[config.mk]
export PLATFORM = sky130hd
export DESIGN_NAME = bus_rr_arbiter_bcast
export DESIGN_NICKNAME = d
export VERILOG_FILES = /design/src/rtl/bus_rr_arbiter_bcast.sv
export SDC_FILE = /design/constraint.sdc
export NUM_CORES = 1
export LEC_CHECK = 0
export BUFFER_PORTS_ARGS = -buffer_cell sky130_fd_sc_hd__buf_2
export CORE_ASPECT_RATIO = 0.6
export CORE_MARGIN = 2
export CORE_UTILIZATION = 41
export CTS_CLUSTER_SIZE = 14
export DETAILED_ROUTE_END_ITERATION = 8
export GPL_TIMING_DRIVEN = 1
export HOLD_SLACK_MARGIN = 0.1
export PLACE_DENSITY = 0.85
export SYNTH_ARGS = -nofsm -noshare
export SYNTH_HDL_FRONTEND = slang
export SYNTH_SLANG_ARGS = --single-unit
[constraint.sdc]
create_clock -name clk -period 2.6 [get_ports clk]
set_input_delay 0.26 -clock clk [delete_from_list [all_inputs] [get_ports clk]]
set_output_delay 0.26 -clock clk [all_outputs]
set_load 0.005 [all_outputs]
[src/rtl/bus_rr_arbiter_bcast.sv]
// Round-robin shared-bus arbiter: pops one driver FIFO at a time and delivers the packet by destination ID
// (unicast, broadcast to all but the source, or dropped). Optional stall timeout: define ARB_TIMEOUT_EN.
module bus_rr_arbiter_bcast #(
    parameter int              DRVRS     = 4,
    parameter int              PCKG_SZ   = 16,
    parameter int              ID_W      = 8,
    parameter logic [ID_W-1:0] BROADCAST = {ID_W{1'b1}},
    parameter int              TIMEOUT   = 64
) (
    input  logic                     clk,
    input  logic                     reset,
    input  logic [DRVRS-1:0]         pndng,
    output logic [DRVRS-1:0]         pop,
    input  logic [DRVRS*PCKG_SZ-1:0] D_pop,
    output logic [DRVRS-1:0]         push,
    output logic [DRVRS*PCKG_SZ-1:0] D_push,
    input  logic [DRVRS-1:0]         full,
    output logic                     drop_err,
    output logic                     busy
);

    localparam int PTR_W = (DRVRS > 1) ? $clog2(DRVRS) : 1;

    localparam logic [1:0] IDLE    = 2'd0;
    localparam logic [1:0] POP     = 2'd1;
    localparam logic [1:0] DELIVER = 2'd2;

    logic [1:0]         r_state;
    logic [1:0]         w_state_nxt;
    logic [PTR_W-1:0]   r_rr_ptr;
    logic [PTR_W-1:0]   r_grant;
    logic [PTR_W-1:0]   w_grant_nxt;
    logic [PTR_W-1:0]   w_ptr_inc;
    logic [PCKG_SZ-1:0] r_pkt;
    logic [PCKG_SZ-1:0] w_head;

    logic [2*DRVRS-1:0] w_pndng_dbl;
    logic [DRVRS-1:0]   w_pndng_rot;
    logic [PTR_W-1:0]   w_ofs;
    logic [PTR_W:0]     w_sum;

    logic [ID_W-1:0]    w_dest;
    logic [DRVRS-1:0]   w_dest_oh;
    logic [DRVRS-1:0]   w_grant_oh;
    logic [DRVRS-1:0]   w_mask;
    logic               w_dest_bcast;
    logic               w_dest_bad;
    logic               w_blocked;
    logic               w_timeout;

    // Rotate requests so bit 0 is the round-robin pointer; the lowest set bit is the winner's offset.
    assign w_pndng_dbl = {pndng, pndng};
    assign w_pndng_rot = DRVRS'(w_pndng_dbl >> r_rr_ptr);

    always_comb begin
        w_ofs = '0;
        for (int k = DRVRS - 1; k >= 0; k--) begin
            if (w_pndng_rot[k]) begin
                w_ofs = PTR_W'(k);
            end
        end
    end

    assign w_sum       = {1'b0, r_rr_ptr} + {1'b0, w_ofs};
    assign w_grant_nxt = (w_sum >= (PTR_W+1)'(DRVRS)) ? PTR_W'(w_sum - (PTR_W+1)'(DRVRS))
                                                      : PTR_W'(w_sum);
    assign w_ptr_inc   = (r_grant == PTR_W'(DRVRS - 1)) ? '0 : r_grant + 1'b1;

    always_comb begin
        w_head = '0;
        for (int i = 0; i < DRVRS; i++) begin
            if (r_grant == PTR_W'(i)) begin
                w_head = D_pop[i*PCKG_SZ +: PCKG_SZ];
            end
        end
    end

    // Destination decode of the held packet.
    assign w_dest       = r_pkt[PCKG_SZ-1 -: ID_W];
    assign w_grant_oh   = DRVRS'(1) << r_grant;
    assign w_dest_bcast = (w_dest == BROADCAST);

    always_comb begin
        w_dest_oh = '0;
        for (int i = 0; i < DRVRS; i++) begin
            w_dest_oh[i] = (w_dest == ID_W'(i));
        end
    end

    assign w_dest_bad = !w_dest_bcast && ((w_dest_oh == '0) || ((w_dest_oh & w_grant_oh) != '0));
    assign w_mask     = w_dest_bcast ? ~w_grant_oh : w_dest_oh;
    assign w_blocked  = (w_mask & full) != '0;

`ifdef ARB_TIMEOUT_EN
    localparam int CNT_W = ($clog2(TIMEOUT + 1) > 8) ? $clog2(TIMEOUT + 1) : 8;

    logic [CNT_W-1:0] r_wait;

    assign w_timeout = (r_wait == CNT_W'(TIMEOUT));

    always_ff @(posedge clk) begin
        if (reset) begin
            r_wait <= '0;
        end else if (r_state != DELIVER) begin
            r_wait <= '0;
        end else if (w_blocked && !w_dest_bad && !w_timeout) begin
            r_wait <= r_wait + 1'b1;
        end
    end
`else
    logic w_unused_timeout;

    assign w_unused_timeout = (TIMEOUT > 0);
    assign w_timeout        = 1'b0;
`endif

    // NOTE: every output of this block gets a default first, so no path leaves a latch behind.
    always_comb begin
        w_state_nxt = r_state;
        push        = '0;
        drop_err    = 1'b0;
        case (r_state)
            IDLE: begin
                if (pndng != '0) begin
                    w_state_nxt = POP;
                end
            end
            POP: begin
                w_state_nxt = DELIVER;
            end
            DELIVER: begin
                if (w_dest_bad) begin
                    drop_err    = 1'b1;
                    w_state_nxt = IDLE;
                end else if (!w_blocked) begin
                    push        = w_mask;
                    w_state_nxt = IDLE;
                end else if (w_timeout) begin
                    drop_err    = 1'b1;
                    w_state_nxt = IDLE;
                end
            end
            default: begin
                w_state_nxt = IDLE;
            end
        endcase
    end

    // NOTE: state registers use non-blocking assignments so all flops update from pre-edge values.
    always_ff @(posedge clk) begin
        if (reset) begin
            r_state  <= IDLE;
            r_rr_ptr <= '0;
            r_grant  <= '0;
            r_pkt    <= '0;
        end else begin
            r_state <= w_state_nxt;
            if ((r_state == IDLE) && (pndng != '0)) begin
                r_grant <= w_grant_nxt;
            end
            if (r_state == POP) begin
                r_pkt    <= w_head;
                r_rr_ptr <= w_ptr_inc;
            end
        end
    end

    assign pop    = (r_state == POP) ? w_grant_oh : '0;
    assign D_push = {DRVRS{r_pkt}};
    assign busy   = (r_state != IDLE);

endmodule

==> summary.txt <==
Status
  – Status: finished, final reports clean

Layout
  – Design area: 0.00255 mm^2
  – Area Growth Syn to Fin: 25.0%
  – # diodes: 0
  – Fin nets: 447
  – Layout cells sized above 1: 49.0%
  – Filler cell count: 474
  – Reg area: 447 um^2
  – Multi-input logic area: 0.00113 mm^2

Pwr
  – Power Dens Cells: 602 mW/mm^2
  – Max VDD drop: 0.000306 V
  – Total Power: 1.54 mW
  – Clock power frac: 16.4%
  – Reg power frac: 30.4%
  – LEAKAGE: 1.28 nW
  – Power Internal: 0.910 mW
  – Logic pwr share: 53.2%
  – Switching Fraction: 40.8%
  – P_sw: 0.628 mW

STA
  – Slew @ Worst Pin: 0.775 ns
  – Setup TNS: 0 ns
  – Fin crit share: 96.9%
  – Min Tclk post-route: 2.52 ns
  – Slew HR: 48.4%
  – Skew final: 0.00215 ns
  – RSZ-0062 raised after global routing: no
  – Max Fclk: 397 MHz
  – Max Slew Vio Count: 0
  – Fin. Hold Viols: 0
  – # setup viols final: 0

Setup path
  – R2R setup slack: 0.47 ns
  – Largest fanout on the critical path: 5
  – Setup crit start kind: flop
  – WP data arrival: 2.26 ns
  – CP endpoint kind: output pin
  – Crit path required time: 2.34 ns
  – Reg2Reg Depth: 8
  – WS Path Type: reg2out
  – CP endpoint: push[1]
  – Reg2reg start: r_grant[0]
  – Reg2reg end: r_pkt[15]
  – CP startpoint: r_grant[0]

Placement
  – # port buffers: 147
  – Routability cong.: 0.824
  – Post-DP HPWL: 5.03 mm
  – Area after DPL: 0.00247 mm^2

Yosys
  – Post-Syn Nets: 353
  – Seq/Total Area, Yosys: 21.5%
  – #FFs+latches synth: 22
  – Ys flop type: dfxtp_1
  – Synth Instances: 274
  – Number of enable flip-flop cells after synthesis: 0
  – Post-Syn Area: 0.00204 mm^2
  – Synth unique cells: 50
  – Async SR Flop Fraction: 0%
  – Ys Warns: 0
  – Mean Syn Cell Area: 7.46 um^2

Clocking
  – Cts bufs inserted: 3
  – Root Driver: clkbuf_8
  – Worst skew pair latency: 0.27 ns
  – H-tree Lvls: 1
  – Clock buffer depth: 2
  – Reg clk slew, reported paths: 0.08 ns
  – CTS tree: yes
  – Clk sink count: 22
  – Cts hold-fix bufs: 0

GRT
  – Vias in the first global route: 2,031
  – Initial antenna violation count: 0
  – Congestion Overflow GR: 0
  – First-pass GRT wire length: 9.83 mm
  – Total GRT Usage: 22.9%
  – Largest net degree at the start of global routing: 36

Die
  – Num rows: 19
  – Initial Util: 43.7%
  – DIE AREA: 0.00559 mm^2
  – Die height: 58.7 um
  – Io pins: 148
  – Die width: 95.2 um
  – CORE AREA: 0.00468 mm^2

Run
  – Max Cap Viol: 0

Detailed routing
  – Residual DRC count: 0
  – Routed wire length: 6.54 mm
  – First-pass DRT Iterations: 4
  – DR iter-0 viols: 128
  – Via-per-instance ratio: 5.29
  – Drt wl/cell: 15.2 um
  – DRT antenna net count: 0
  – Via Count: 2,274

Min path
  – Worst min path class: in2reg
  – Hold wc startpoint: D_pop[54]
layout make-up:
class | instances | share of cell area, %
Inverter | 6 | 0.881
Tap cell | 63 | 3.09
Sequential cell | 22 | 17.5
Clock buffer | 4 | 2.15
Multi-Input combinational cell | 177 | 44.4
Timing Repair Buffer | 158 | 32.0
worst max-delay path, cell delays in order (launching register included):
cell and delay, ns:
dfxtp_4 0.37, inv_1 0.06, ha_2 0.21, mux4_1 0.51, o21ai_2 0.21, nand3_2 0.15
nor4bb_1 0.31, buf_2 0.16
synth_stat cells, types with 3 or more instances:
library cell | n | share of area [%]
a211oi_1 | 16 | 5.9
a21oi_1 | 7 | 1.7
a221oi_1 | 15 | 6.4
buf_1 | 3 | 0.55
buf_2 | 3 | 0.73
buf_4 | 50 | 18
clkbuf_1 | 11 | 2.0
dfxtp_1 | 22 | 22
ha_1 | 5 | 3.1
inv_1 | 5 | 0.92
nand2_1 | 7 | 1.3
nor2_1 | 44 | 8.1
nor2b_1 | 3 | 0.92
nor3_1 | 34 | 8.3
nor4_1 | 4 | 1.2
o211ai_1 | 3 | 1.1
kinds of logic (layout without fill, tap and decap cells):
logic type / count (synthesis) / after routing / share of synthesized area [%]
buffers and inverters: 75 / 168 / 23.6
adder cells (fa/ha/maj): 5 / 5 / 3.06
multiplexers: 3 / 3 / 2.26
flip-flops: 22 / 22 / 21.5
AO/OA/AOI/OAI: 57 / 57 / 22.6
XOR/XNOR: 1 / 1 / 0.428
AND/OR/NAND/NOR: 111 / 111 / 26.6
placed cells by master (no fill, tap or decap), types with 3 or more instances in the layout:
cell,count
a211oi_1,16
buf_2,147
nor2_1,44
a221oi_1,15
ha_1,3
a21oi_1,7
nor3_1,34
buf_4,11
inv_1,5
dfxtp_1,19
nor2b_1,3
clkbuf_8,4
o211ai_1,3
nand2_1,7
nor4_1,4
per-stage QoR:
stage          hold WS, ns  setup slack [ns]  util, %  std cells
2_1_floorplan        0.328             0.580        -        274
3_3_place_gp         0.509             0.416     52.8        425
3_5_place_dp         0.519             0.296     52.8        425
4_1_cts              0.309            0.0400     54.0        429
5_1_grt              0.332           0.00632     54.6        430
6_report             0.316            0.0819     54.6        430
layer usage:
layer / share of wire (%) / global-route usage [%] / wire length [um] / vias to the layer above
met2: 45 / 37.6 / 2950 / 107
met1: 44 / 31.8 / 2910 / 1022
met5: 0 / 0 / 0 / -
li1: - / - / - / 1139
met3: 9.9 / 4.61 / 647 / 6
met4: 0.63 / 3.73 / 41 / 0
flip-flops by register name (all words and copies together) (netlist names):
name	count
r_pkt	16
r_state	2
r_rr_ptr	2
r_grant	2
power by group through the flow:
stage	registers, mW	clock network [mW]	logic [mW]
after floorplan	0.457	0	0.618
after global placement	0.466	0	0.794
final	0.468	0.252	0.818
after detailed placement	0.471	0	0.810
after global routing	0.476	0.278	0.917
after CTS	0.464	0.264	0.813
worst min-delay path by stage:
stage / to / slack [ns] / cells after the start
6_report: r_pkt[6] / 0.32 / 3
5_1_grt: r_pkt[3] / 0.33 / 3
4_1_cts: r_pkt[6] / 0.31 / 3
3_5_place_dp: r_pkt[7] / 0.52 / 2
3_3_place_gp: r_pkt[0] / 0.51 / 2
2_1_floorplan: r_state[1] / 0.33 / 1
repair_timing:
item | CTS | global route
endpoints found under the hold margin | 0 | 0
setup buffers | 0 | 1
endpoints found under the setup margin | 2 | 2
gates resized for setup | 1 | 6
pin swaps | 0 | 3
No activity file was read; power rests on OpenSTA's default activity.
